<file path="src/rtl/lane_traffic_controller.sv">
// lane_traffic_controller: per-frame car X positions for the sprite datapath.
// Four lanes share one add/wrap unit, swept by a small FSM during vblank.
//
// Ports:
//   i_Clk, i_Reset       pixel clock, synchronous active-high reset
//   i_H_Counter/V        VGA sync counters; tick on H==0, V==V_VISIBLE_AREA
//   i_Restart            reload initial positions/counters, abort sweep
//   i_Pause              freeze motion (sampled at tick detection)
//   i_Speed              step size = i_Speed + 1 pixels
//   o_CarN_X_Position    lane X positions, 0 <= X < H_VISIBLE_AREA+TILE_SIZE
//   o_Reverse            per-lane direction (LANE_DIR)
//   o_Busy               high while the lane sweep runs
//   o_Frame_Tick         one-cycle pulse per frame
module lane_traffic_controller #(
  parameter int TILE_SIZE      = 32,
  parameter int H_VISIBLE_AREA = 640,
  parameter int V_VISIBLE_AREA = 480,
  parameter logic [3:0] LANE_DIR = 4'b0101,
  parameter int LANE0_PERIOD   = 2,
  parameter int LANE1_PERIOD   = 3,
  parameter int LANE2_PERIOD   = 1,
  parameter int LANE3_PERIOD   = 4,
  parameter int LANE0_INIT_X   = 0,
  parameter int LANE1_INIT_X   = 160,
  parameter int LANE2_INIT_X   = 320,
  parameter int LANE3_INIT_X   = 480
) (
  input  logic       i_Clk,
  input  logic       i_Reset,
  input  logic [9:0] i_H_Counter,
  input  logic [9:0] i_V_Counter,
  input  logic       i_Restart,
  input  logic       i_Pause,
  input  logic [1:0] i_Speed,
  output logic [9:0] o_Car_1X_Position,
  output logic [9:0] o_Car_2X_Position,
  output logic [9:0] o_Car_3X_Position,
  output logic [9:0] o_Car_4X_Position,
  output logic [3:0] o_Reverse,
  output logic       o_Busy,
  output logic       o_Frame_Tick
);

  localparam logic [10:0] SPAN = 11'(H_VISIBLE_AREA + TILE_SIZE);

  typedef enum logic [2:0] {
    S_IDLE, S_LANE0, S_LANE1, S_LANE2, S_LANE3
  } state_t;

  // Period 0 behaves as period 1: step every frame.
  function automatic logic [3:0] lim(input int p);
    return (p <= 1) ? 4'd0 : 4'(p - 1);
  endfunction

  state_t      state_q, state_d;
  logic [9:0]  x_q [4];
  logic [3:0]  cnt_q [4];
  logic        tick_now, tick_q;

  logic        active;
  logic [1:0]  lane;
  logic [3:0]  lim_sel, cnt_sel, cnt_nx;
  logic        hit, right;
  logic [10:0] x_sel, step, addend, sum, nx;
  logic        unused_nx_msb;

  assign tick_now = (i_H_Counter == 10'd0) &&
                    (i_V_Counter == 10'(V_VISIBLE_AREA));

  always_comb begin
    state_d = state_q;
    unique case (state_q)
      S_IDLE:  if (tick_now && !i_Pause && !i_Restart)
                 state_d = S_LANE0;
      S_LANE0: state_d = S_LANE1;
      S_LANE1: state_d = S_LANE2;
      S_LANE2: state_d = S_LANE3;
      S_LANE3: state_d = S_IDLE;
      default: state_d = S_IDLE;
    endcase
  end

  always_comb begin
    active  = 1'b1;
    lane    = 2'd0;
    lim_sel = lim(LANE0_PERIOD);
    unique case (state_q)
      S_LANE0: begin lane = 2'd0; lim_sel = lim(LANE0_PERIOD); end
      S_LANE1: begin lane = 2'd1; lim_sel = lim(LANE1_PERIOD); end
      S_LANE2: begin lane = 2'd2; lim_sel = lim(LANE2_PERIOD); end
      S_LANE3: begin lane = 2'd3; lim_sel = lim(LANE3_PERIOD); end
      default: active = 1'b0;
    endcase
  end

  // Shared add/wrap unit. A left step that would underflow adds
  // (SPAN - step) instead, so one adder covers both directions.
  always_comb begin
    x_sel   = {1'b0, x_q[lane]};
    cnt_sel = cnt_q[lane];
    right   = LANE_DIR[lane];
    step    = {9'd0, i_Speed} + 11'd1;
    if (right)
      addend = step;
    else if (x_sel < step)
      addend = SPAN - step;
    else
      addend = ~step + 11'd1;
    sum = x_sel + addend;
    nx  = (right && sum >= SPAN) ? sum - SPAN : sum;
    hit    = cnt_sel >= lim_sel;
    cnt_nx = hit ? 4'd0 : cnt_sel + 4'd1;
  end

  assign unused_nx_msb = nx[10];

  always_ff @(posedge i_Clk) begin
    if (i_Reset || i_Restart) begin
      state_q  <= S_IDLE;
      x_q[0]   <= 10'(LANE0_INIT_X);
      x_q[1]   <= 10'(LANE1_INIT_X);
      x_q[2]   <= 10'(LANE2_INIT_X);
      x_q[3]   <= 10'(LANE3_INIT_X);
      cnt_q[0] <= 4'd0;
      cnt_q[1] <= 4'd0;
      cnt_q[2] <= 4'd0;
      cnt_q[3] <= 4'd0;
    end else begin
      state_q <= state_d;
      if (active) begin
        cnt_q[lane] <= cnt_nx;
        if (hit)
          x_q[lane] <= nx[9:0];
      end
    end
  end

  // The tick pulse tracks VGA timing only; pause/restart do not mask it.
  always_ff @(posedge i_Clk) begin
    if (i_Reset)
      tick_q <= 1'b0;
    else
      tick_q <= tick_now;
  end

  assign o_Car_1X_Position = x_q[0];
  assign o_Car_2X_Position = x_q[1];
  assign o_Car_3X_Position = x_q[2];
  assign o_Car_4X_Position = x_q[3];
  assign o_Reverse         = LANE_DIR;
  assign o_Busy            = active;
  assign o_Frame_Tick      = tick_q;

endmodule

</file>
<file path="config.mk">
export PLATFORM = sky130hd
export DESIGN_NAME = lane_traffic_controller
export DESIGN_NICKNAME = d
export VERILOG_FILES = /design/src/rtl/lane_traffic_controller.sv
export SDC_FILE = /design/constraint.sdc
export NUM_CORES = 1
export LEC_CHECK = 0
export CORE_UTILIZATION = 40
export DETAILED_ROUTE_END_ITERATION = 6
export PLACE_DENSITY = 0.75
export SYNTH_ARGS = -nofsm -noshare
export SYNTH_HDL_FRONTEND = slang
export SYNTH_SLANG_ARGS = --single-unit
</file>
<file path="constraint.sdc">
create_clock -name i_Clk -period 6.22 [get_ports i_Clk]
set_input_delay 0.933 -clock i_Clk [delete_from_list [all_inputs] [get_ports i_Clk]]
set_output_delay 0.933 -clock i_Clk [all_outputs]
set_load 0.005 [all_outputs]
</file>
Word-level counts from Yosys, hierarchy flattened
Memories as Yosys holds them, arrays and structs flattened.
Index checks and enable logic that the tools add are counted.
{"block": "classes", "addsub": 6, "magnitude_cmp": 4, "muxes": 26, "n_eq_ne": 6, "n_reduce_logical": 12, "n_bitwise": 1}
{"cell": "two-way mux 11 bit", "count": 2}
{"cell": "two-way mux 10 bit", "count": 2}
{"cell": "two-way mux 1 bit", "count": 13}
{"cell": "one-hot mux 2 bit (3 select lines)", "count": 2}
{"cell": "one-hot mux 3 bit (4 select lines)", "count": 1}
{"cell": "adder 10 x 11 -> 11 bit", "count": 1}
{"cell": "adder 11 x 1 -> 11 bit (second input constant)", "count": 1}
{"cell": "greater-or-equal comparator 11 x 10 -> 1 bit (second input constant)", "count": 1}
{"cell": "inverter 3 -> 11 bit", "count": 1}
{"cell": "subtractor 10 x 3 -> 11 bit (first input constant)", "count": 1}
{"cell": "== test 10 x 9 -> 1 bit (second input constant)", "count": 1}
{"cell": "zero test 10 bit", "count": 1}
{"cell": "less-than comparator 10 x 3 -> 1 bit", "count": 1}
{"cell": "OR reduction 10 bit", "count": 1}
{"cell": "subtractor 10 bit (second input constant)", "count": 1}
{"cell": "two-way mux 4 bit", "count": 2}
{"cell": "OR reduction 4 bit", "count": 2}
{"cell": "== test 3 x 2 -> 1 bit (second input constant)", "count": 2}
{"cell": "adder 4 x 1 -> 4 bit (second input constant)", "count": 1}
{"cell": "greater-or-equal comparator 4 bit", "count": 1}
{"cell": "logical AND 1 bit", "count": 4}
{"cell": "two-way mux 2 bit", "count": 2}
{"cell": "adder 2 x 1 -> 3 bit (second input constant)", "count": 1}
{"cell": "== test 3 x 1 -> 1 bit (second input constant)", "count": 1}
{"cell": "other kinds (8)", "count": 9}
{"block": "totals", "elab_cells": 59, "mem_bits_rw": 56, "memories": 2, "reg_bits": 4}
{"name": "x_q", "depth": 4, "word_bits": 10, "read_ports": 5, "rd_ports_with_merged_regs": 0, "wr": 4, "line_no": "56", "source": "logic [9:0] x_q [4];"}
{"name": "cnt_q", "depth": 4, "word_bits": 4, "read_ports": 1, "rd_ports_with_merged_regs": 0, "wr": 4, "line_no": "57", "source": "logic [3:0] cnt_q [4];"}

Logic depth before layout (Yosys ltp)
Gate-level depths: netlist of run 1.
An unclocked memory read counts as a cell.
{"block": "depth", "word_depth": 11, "mapped_depth": 26}

Least setup slack after synthesis of run 1
Ideal clock, no wire load.
{"block": "synth_path", "path_kind": "flip-flop to flip-flop", "start": "reg state_q[1]", "end": "mem x_q[3][5] (data pin)", "t_required_ps": 5945, "path_slack_ps": 870, "n_path_buf": 3, "stages_incl_launch_ff": 24, "t_arrival_ps": 5075, "period_less_slack_ps": 5350, "path_cell_list": "dfxtp_1 -> clkbuf_1 -> buf_1 -> buf_2 -> mux2_2 -> a221oi_1 -> ha_1 -> o21a_1 -> o21ai_0 -> and3_1 -> inv_1 -> ha_1 -> nor2_1 -> ha_1 -> and3_1 -> a221oi_2 -> xnor2_1 -> inv_2 -> ha_1 -> inv_1 -> a41oi_1 -> o211a_1 -> o21ai_0 -> nand3_1"}
{"item": "start, declared", "line_no": "55", "source": "state_t state_q, state_d;"}
{"item": "start signal, assigned", "line_no": "129", "source": "state_q <= state_d;"}
{"item": "end, declared", "line_no": "56"}

==> qor.log, run 1 <==
INFO  outcome        result_of_the_run=finished clean
INFO  worst_setup_path timing.critical_path.to_type=register
INFO  timing         timing.final.hold_violations=0
INFO  clock_network  clock_sink_count=60
INFO  layout         number_of_standard_cells_in_the_final_layout_excluding_fillers=589
INFO  floorplanning  num_rows=35
INFO  routing        detailroute.via_count=3256
INFO  layout         most-common-layout-cells=clkdlybuf4s50_1, edfxtp_1, nor2_1
INFO  routing        drt-initial-drc-count=221
INFO  power_and_ir_drop power_per_cell_area=181nW/um2
INFO  placement      post-dp-hpwl=7.50mm
INFO  synth          post_synth_instance_area=3800um2
INFO  synth          postSynthCellCount=384
INFO  timing         grt_setup_unrepaired=false
INFO  synth          netlist.area_leader.share=0.442
INFO  power_and_ir_drop peakVddDrop=0.0780mV
INFO  layout         area_delta_synth_final=25.3%
INFO  routing        dr.pass1.iters=5
INFO  synth          synth_top_area_cell=edfxtp_1
INFO  placement      portBuffers=67
INFO  placement      placed_cells=574
INFO  routing        vias_per_cell=5.53
INFO  routing        wirelength=9.85mm
INFO  timing         finClkSkew=8.83ps
INFO  worst_setup_path cp_buf_inv_count=3
INFO  synth          synth_top_family_by_area=simple AND/OR/NAND/NOR gates
INFO  synth          synth_xor_xnor_area_share=0.0184
INFO  floorplanning  start_util=0.412
INFO  worst_setup_path cp_cell_sequence=and3b_1 > a21oi_2 > mux2i_1 > mux2_2 > a221oi_2 > ha_1 > o21a_1 > o21ai_0 > and3_1 > inv_1 > ha_1 > nor2_1 > ha_1 > and3_1 > a221oi_2 > xnor2_1 > inv_2 > ha_1 > inv_1 > a41oi_1 > o211a_1 > o21ai_0 > a21oi_1
INFO  layout         layout-drive-gt1-share=0.0761
INFO  timing         min_period_over_period=0.912
INFO  timing         finalMaxSlewViolations=0
INFO  worst_setup_path worst-setup-path-type=register to register
INFO  worst_hold_path worst_hold_path_type=register to register
INFO  clock_network  clkTransAtPathRegs=60ps
INFO  global_route   number_of_global_route_vias_before_repair=3210
INFO  placement      cell_area_after_placement=4610um2
INFO  timing         timing.max_slew.rel_slack=0.489
INFO  synth          synthSimpleGateAreaFrac=0.183
INFO  global_route   grt_max_degree=30
INFO  synth          synth_warnings=0
INFO  floorplanning  total_die_area=9900um2
INFO  floorplanning  io-pin-count=72
INFO  worst_setup_path worstPathRequired=6290ps
INFO  timing         fmax=176MHz
INFO  synth          ys_top_cells_by_area=edfxtp_1, ha_1, mux2i_1
INFO  synth          share_of_cell_area_taken_by_muxes_after_synthesis=0.0691
INFO  clock_network  cts-hold-fix-buffers=0
INFO  flow_run       timing.max_cap.violations=0
INFO  timing         worstMarginPinSlew=763ps
INFO  synth          number_of_enable_type_register_cells_in_the_synthesized_netlist=56
INFO  timing         timing.final.crit_period=5670ps
INFO  worst_setup_path category_of_the_worst_setup_path_launch_point=register
INFO  global_route   first_pass_grt_wire_length=15.7mm
INFO  clock_network  htree_levels=3
INFO  routing        antenna_violating_nets_post_route=0
INFO  clock_network  worstSkewPairLatency=350ps
INFO  clock_network  tritoncts.num_buffers=9
INFO  routing        route.detailed.wl_per_inst=16.7um
INFO  global_route   global_route.usage.total=0.208
INFO  global_route   grt_antenna_before_repair=0
INFO  synth          synth_compound_gate_area_share=0.137
INFO  clock_network  clock-root-buffer=clkbuf_8
INFO  synth          synth-seq-area-share=0.463
INFO  routing        remaining_design_rule_violation_count=0
INFO  layout         antenna_cells_inserted=0
INFO  synth          postSynthAreaPerCell=9.91um2
INFO  worst_setup_path worstPathMaxFanout=7
INFO  power_and_ir_drop cellLeakagePower=0.00191uW
INFO  worst_setup_path cp_slowest_stage_delay=440ps
INFO  worst_setup_path cpMostUsedCell=ha_1
INFO  synth          netlist-cell-type-count=55
INFO  clock_network  clock_tree_from_tritoncts=done
INFO  worst_setup_path worst_path_max_delay_cell=a221oi_2
INFO  worst_setup_path cp.arrival=5740ps
INFO  floorplanning  die_width=99.5um
INFO  floorplanning  fp.coreArea=9240um2
INFO  layout         mostFrequentLayoutCell=clkdlybuf4s50_1
INFO  timing         setup_violations=0
INFO  layout         fill_cells=839
INFO  layout         layout_nets=506
INFO  layout         fin_area=4770um2
INFO  placement      global_placer_s_final_weighted_congestion=0.894
INFO  worst_setup_path cpLargestDelayFamily=compound AO/OA/AOI/OAI gates
INFO  timing         timing.setup.tns=0ps
INFO  synth          synthAdderAreaFrac=0.0809
INFO  synth          postSynthRegisterBits=60
INFO  clock_network  ctsLongestPathBuffers=2
INFO  synth          synth-async-reset-ratio=0
INFO  floorplanning  height_of_the_die=99.5um
INFO  synth          synth_top_flop_cell=edfxtp_1
INFO  global_route   globalRouteOverflowTotal=0
-- path summary, 6_finish.rpt --
check	slack (ps)	to	start	depth (start not counted)
min	860	state_q[1]$_SDFFE_PP0P_	state_q[0]$_SDFFE_PP0P_	3
max	550	x_q[2][5]$_SDFFCE_PN0P_	state_q[0]$_SDFFE_PP0P_	23
min reg2reg	860	state_q[1]$_SDFFE_PP0P_	state_q[0]$_SDFFE_PP0P_	3
max reg2reg	550	x_q[2][5]$_SDFFCE_PN0P_	state_q[0]$_SDFFE_PP0P_	23
-- metal layers --
| metal | wire (um) | GRT usage | vias to the layer above |
|---|---|---|---|
| met4 | 257 | 0.110 | 0 |
| met5 | 0 | 0 | - |
| li1 | - | - | 1538 |
| met2 | 4850 | 0.361 | 145 |
| met1 | 4090 | 0.254 | 1551 |
| met3 | 659 | 0.0260 | 22 |
-- synth_stat cells (2+ instances only) --
cell type   n
nand3_1     7
a211o_1     3
mux2_2      2
dfxtp_1     4
a21o_1      3
a21oi_1    13
clkbuf_1    7
nor4_1      5
ha_1       23
and3_1      8
nor3_1     15
edfxtp_1   56
a221oi_1    4
o211ai_1   11
mux2i_1    24
nor2_2      2
or2_2       5
o21ai_0    23
a21oi_2     2
inv_1      22
nand2_1    33
and2_1      2
conb_1      2
buf_4       5
nor2_1     55
o211a_1     2
nand3b_1    2
xor2_1      3
a221oi_2    2
xnor2_1     5
a211oi_1    2
nor2b_1     3
o31ai_1     2
buf_2       5
o21a_1      2
-- worst register-to-register path, cell delays in order (launching register included) --
cell	delay (ps)
dfxtp_1	330
and3b_1	210
a21oi_2	350
mux2i_1	200
mux2_2	300
a221oi_2	440
ha_1	330
o21a_1	100
o21ai_0	130
and3_1	210
inv_1	70
ha_1	290
nor2_1	110
ha_1	310
and3_1	230
a221oi_2	240
xnor2_1	210
inv_2	100
ha_1	240
inv_1	70
a41oi_1	60
o211a_1	300
o21ai_0	400
a21oi_1	140
-- registers in the layout, indices dropped and copies added, names as in the netlist --
name          cells
o_Frame_Tick      1
state_q           3
cnt_q            16
x_q              40
-- what timing repair did --
item	4_1_cts	5_1_grt
setup buffers	0	0
endpoints found under the setup margin	0	2
gates resized for setup	0	1
-- stage by stage --
stage / worst slack (ps) / total power (uW) / utilization / hold slack (ps)
floorplan: 870 / 531 / - / 802
global placement: 663 / 584 / 0.499 / 814
detailed placement: 403 / 588 / 0.499 / 841
CTS: 363 / 862 / 0.515 / 854
global route: 180 / 891 / 0.516 / 893
finish: 546 / 862 / 0.516 / 865
-- where the power goes --
group | switching, uW | leakage [uW] | internal (uW)
Clock | 143 | 0.0000780 | 138
Combinational | 58.5 | 0.00122 | 57.3
Sequential | 8.99 | 0.000619 | 457
Total | 210 | 0.00191 | 652
-- logic make-up (layout without fill, tap and decap cells) --
group,count (synthesis),in the layout
AOI/OAI and AO/OA,76,76
xor gates and xnor gates,8,8
adders and majority gates,24,24
buffers and inverters,41,111
DFF,60,60
muxes,26,26
other,2,8
and+or+nand+nor,147,147
-- cell type report --
cell class / instances / area, um2 / area share
Clock buffer: 11 / 131 / 0.0276
Clock inverter: 4 / 17.5 / 0.00368
Inverter: 23 / 86.3 / 0.0181
Multi-Input combinational cell: 289 / 1890 / 0.397
Sequential cell: 60 / 1760 / 0.370
Tap cell: 129 / 161 / 0.0339
Timing Repair Buffer: 73 / 716 / 0.150
Power figures use the tool's default switching activity.
==> run 2: changes to the inputs <==
CORE_MARGIN = 2   (was default)
==> run 2 against run 1 <==
- maximum frequency down 0.61%
- setup slack worse by 35 ps
- critical path depth unchanged
- first-iteration DRC count up 17%
- clock skew up 0.53 ps
- die area up 4.1%
==> qor.log, run 2 (same netlist as run 1, synthesis figures left out) <==
INFO  timing         grt_setup_unrepaired=false
INFO  timing         fmax=175MHz [-0.61%]
INFO  power_and_ir_drop cellLeakagePower=0.00193uW [+0.66%]
INFO  worst_setup_path worstPathMaxFanout=10 [+3]
INFO  worst_hold_path worst_hold_path_type=register to register
INFO  placement      placed_cells=575 [+0.17%]
INFO  layout         most-common-layout-cells=clkdlybuf4s50_1, edfxtp_1, nor2_1
INFO  routing        detailroute.via_count=3177 [-2.4%]
INFO  power_and_ir_drop power_per_cell_area=184nW/um2 [+1.8%]
INFO  layout         multiInputGateArea=1890um2 [-0.33%]
INFO  global_route   number_of_global_route_vias_before_repair=3105 [-3.3%]
INFO  routing        antenna_violating_nets_post_route=0 [unchanged]
INFO  clock_network  worstSkewPairLatency=340ps [about the same]
INFO  timing         holdWs=909ps [+44.5 ps]
INFO  floorplanning  fp.coreArea=9240um2 [unchanged]
INFO  layout         fin_area=4780um2 [+0.34%]
INFO  worst_setup_path timing.critical_path.to_type=register
INFO  global_route   first_pass_grt_wire_length=15.7mm [+0.40%]
INFO  worst_setup_path worst-r2r-cell-count=23 [unchanged]
INFO  layout         layout_nets=507 [+0.20%]
INFO  outcome        result_of_the_run=finished clean
INFO  worst_setup_path worstPathRequired=6270ps [-20 ps]
INFO  floorplanning  num_rows=35 [unchanged]
INFO  clock_network  clock_sink_count=60 [unchanged]
INFO  timing         finClkSkew=9.36ps [+0.531 ps]
INFO  floorplanning  height_of_the_die=102um [+2.0%]
INFO  floorplanning  die_width=102um [+2.0%]
INFO  power_and_ir_drop clockPowerShare=0.341 [+0.015]
INFO  power_and_ir_drop pwr-share-comb=0.131 [-0.003]
INFO  timing         timing.max_slew.rel_slack=0.476 [-0.0130]
INFO  layout         largest_register_ffs=40 [unchanged]
INFO  routing        drt-initial-drc-count=258 [+17%]
INFO  worst_setup_path timing.reg2reg.setup_slack=510ps [-30 ps]
INFO  placement      post-dp-hpwl=7.56mm [+0.84%]
INFO  layout         biggestRegsByFlops=x_q (40), cnt_q (16), state_q (3)
INFO  clock_network  ctsLongestPathBuffers=2 [unchanged]
INFO  layout         mostFrequentLayoutCell=clkdlybuf4s50_1
INFO  power_and_ir_drop p_sw_frac=0.242 [-0.00146]
INFO  routing        dr.pass1.iters=5 [unchanged]
INFO  timing         timing.final.crit_period=5710ps [+34.8 ps]
INFO  timing         timing.final.hold_violations=0 [unchanged]
INFO  layout         area_delta_synth_final=25.7%
INFO  layout         layout-drive-gt1-share=0.0801 [+0.00400]
INFO  timing         min_period_over_period=0.918 [+0.00559]
INFO  clock_network  cts-hold-fix-buffers=0 [unchanged]
INFO  clock_network  htree_levels=3 [unchanged]
INFO  worst_setup_path worst-setup-path-type=register to register
INFO  placement      global_placer_s_final_weighted_congestion=0.873 [-2.3%]
INFO  worst_setup_path cp.arrival=5760ps [+20 ps]
INFO  global_route   grt_max_degree=23 [-23%]
INFO  routing        wirelength=9.90mm [+0.48%]
INFO  timing         setup_violations=0 [unchanged]
INFO  layout         fill_cells=848 [+1.1%]
INFO  placement      cell_area_after_placement=4620um2 [+0.16%]
INFO  layout         top_register=x_q
INFO  power_and_ir_drop peakVddDrop=0.0712mV [-8.7%]
INFO  floorplanning  start_util=0.412 [unchanged]
INFO  global_route   grt_antenna_before_repair=0 [unchanged]
INFO  layout         sequential_cell_area=1760um2 [unchanged]
INFO  timing         finalMaxSlewViolations=0 [unchanged]
INFO  timing         timing.setup.tns=0ps [unchanged]
INFO  worst_hold_path hold_end=state_q[2]$_SDFFE_PP0P_
INFO  worst_setup_path regToRegEndpoint=x_q[3][5]$_DFFE_PP_
INFO  power_and_ir_drop internal_power=667uW [+2.3%]
INFO  worst_setup_path reg2reg_from=state_q[1]$_SDFFE_PP0P_
INFO  clock_network  clkTransAtPathRegs=60ps [about the same]
INFO  layout         number_of_standard_cells_in_the_final_layout_excluding_fillers=591 [+0.34%]
INFO  worst_hold_path hold_path_depth=2 [-1]
INFO  placement      portBuffers=67 [unchanged]
INFO  global_route   global_route.usage.total=0.201 [-0.00677]
INFO  flow_run       timing.max_cap.violations=0 [unchanged]
INFO  floorplanning  total_die_area=10300um2 [+4.1%]
INFO  power_and_ir_drop pwr-share-seq=0.528 [-0.012]
INFO  worst_setup_path category_of_the_worst_setup_path_launch_point=register
INFO  routing        vias_per_cell=5.38 [-2.8%]
INFO  power_and_ir_drop power_switching=214uW [+1.5%]
INFO  floorplanning  io-pin-count=72 [unchanged]
INFO  timing         worstMarginPinSlew=783ps [+19.5 ps]
INFO  clock_network  tritoncts.num_buffers=9 [unchanged]
INFO  layout         antenna_cells_inserted=0 [unchanged]
INFO  routing        remaining_design_rule_violation_count=0 [unchanged]
INFO  clock_network  post_cts_setup_repair_buffer_count=0 [unchanged]
INFO  clock_network  clock_tree_from_tritoncts=done
INFO  worst_hold_path holdCritStartpoint=state_q[0]$_SDFFE_PP0P_
INFO  global_route   globalRouteOverflowTotal=0 [unchanged]
INFO  clock_network  post_cts.resized_instances=0 [unchanged]
INFO  clock_network  clock-root-buffer=clkbuf_8
INFO  routing        route.detailed.wl_per_inst=16.8um [+0.14%]
## run 2: cell count changes in the layout (fill, tap and decap cells not counted), sizes merged
cell,previous run,this run
buf,6,7
clkinv,4,3
clkbuf,11,13
## run 2: power by group through the flow
stage	Combinational, uW	Clock [uW]	Sequential, uW
6_report	115	300	465
5_1_grt	128	322	467
4_1_cts	115	304	466
3_5_place_dp	114	0	474
3_3_place_gp	111	0	474
2_1_floorplan	58.8	0	473
## run 2: metrics by stage
step / worst slack [ps] / util / power (uW)
global route: 66.5 / 0.518 / 918
global placement: 731 / 0.500 / 585
finish: 511 / 0.518 / 881
floorplan: 870 / - / 531
CTS: 540 / 0.518 / 885
detailed placement: 547 / 0.500 / 588
## run 2: how the worst max path moves through the flow
stage,startpoint,endpoint,slack (ps),cells after the start
global placement,state_q[1]$_SDFFE_PP0P_,x_q[3][5]$_DFFE_PP_,730,23
floorplan,state_q[1]$_SDFFE_PP0P_,x_q[3][5]$_DFFE_PP_,870,23
detailed placement,i_Speed[0],x_q[1][5]$_SDFFCE_PN1P_,550,22
CTS,state_q[1]$_SDFFE_PP0P_,x_q[3][5]$_DFFE_PP_,540,23
finish,state_q[1]$_SDFFE_PP0P_,x_q[3][5]$_DFFE_PP_,510,23
global route,state_q[1]$_SDFFE_PP0P_,x_q[1][5]$_SDFFCE_PN1P_,70,24
## run 2: routing by layer
metal | track usage | wire length [um]
met2 | 0.334 | 4720
met1 | 0.255 | 4250
met3 | 0.0524 | 749
met4 | 0.0707 | 180
met5 | 0 | 0
## run 2: final cells by class
cell class                      instances  share of cell area
Tap cell                              129              0.0338
Multi-Input combinational cell        289               0.394
Sequential cell                        60               0.368
Clock inverter                          3             0.00314
Clock buffer                           13              0.0311
Timing Repair Buffer                   74               0.151
Inverter                               23              0.0181
## run 2: worst max-delay path, stage by stage, from the launching register on
cell and delay [ps]:
dfxtp_1 560, and3b_1 270, a21oi_2 60, mux2i_1 150, mux2_2 270, a221oi_1 590
ha_1 360, o21a_1 100, o21ai_0 140, and3_1 220, inv_1 70, ha_1 280
nor2_1 120, ha_1 320, and3_1 230, a221oi_2 250, xnor2_1 200, inv_2 100
ha_1 240, inv_1 60, a41oi_1 50, o211a_1 290, o21ai_0 370, nand3_1 120
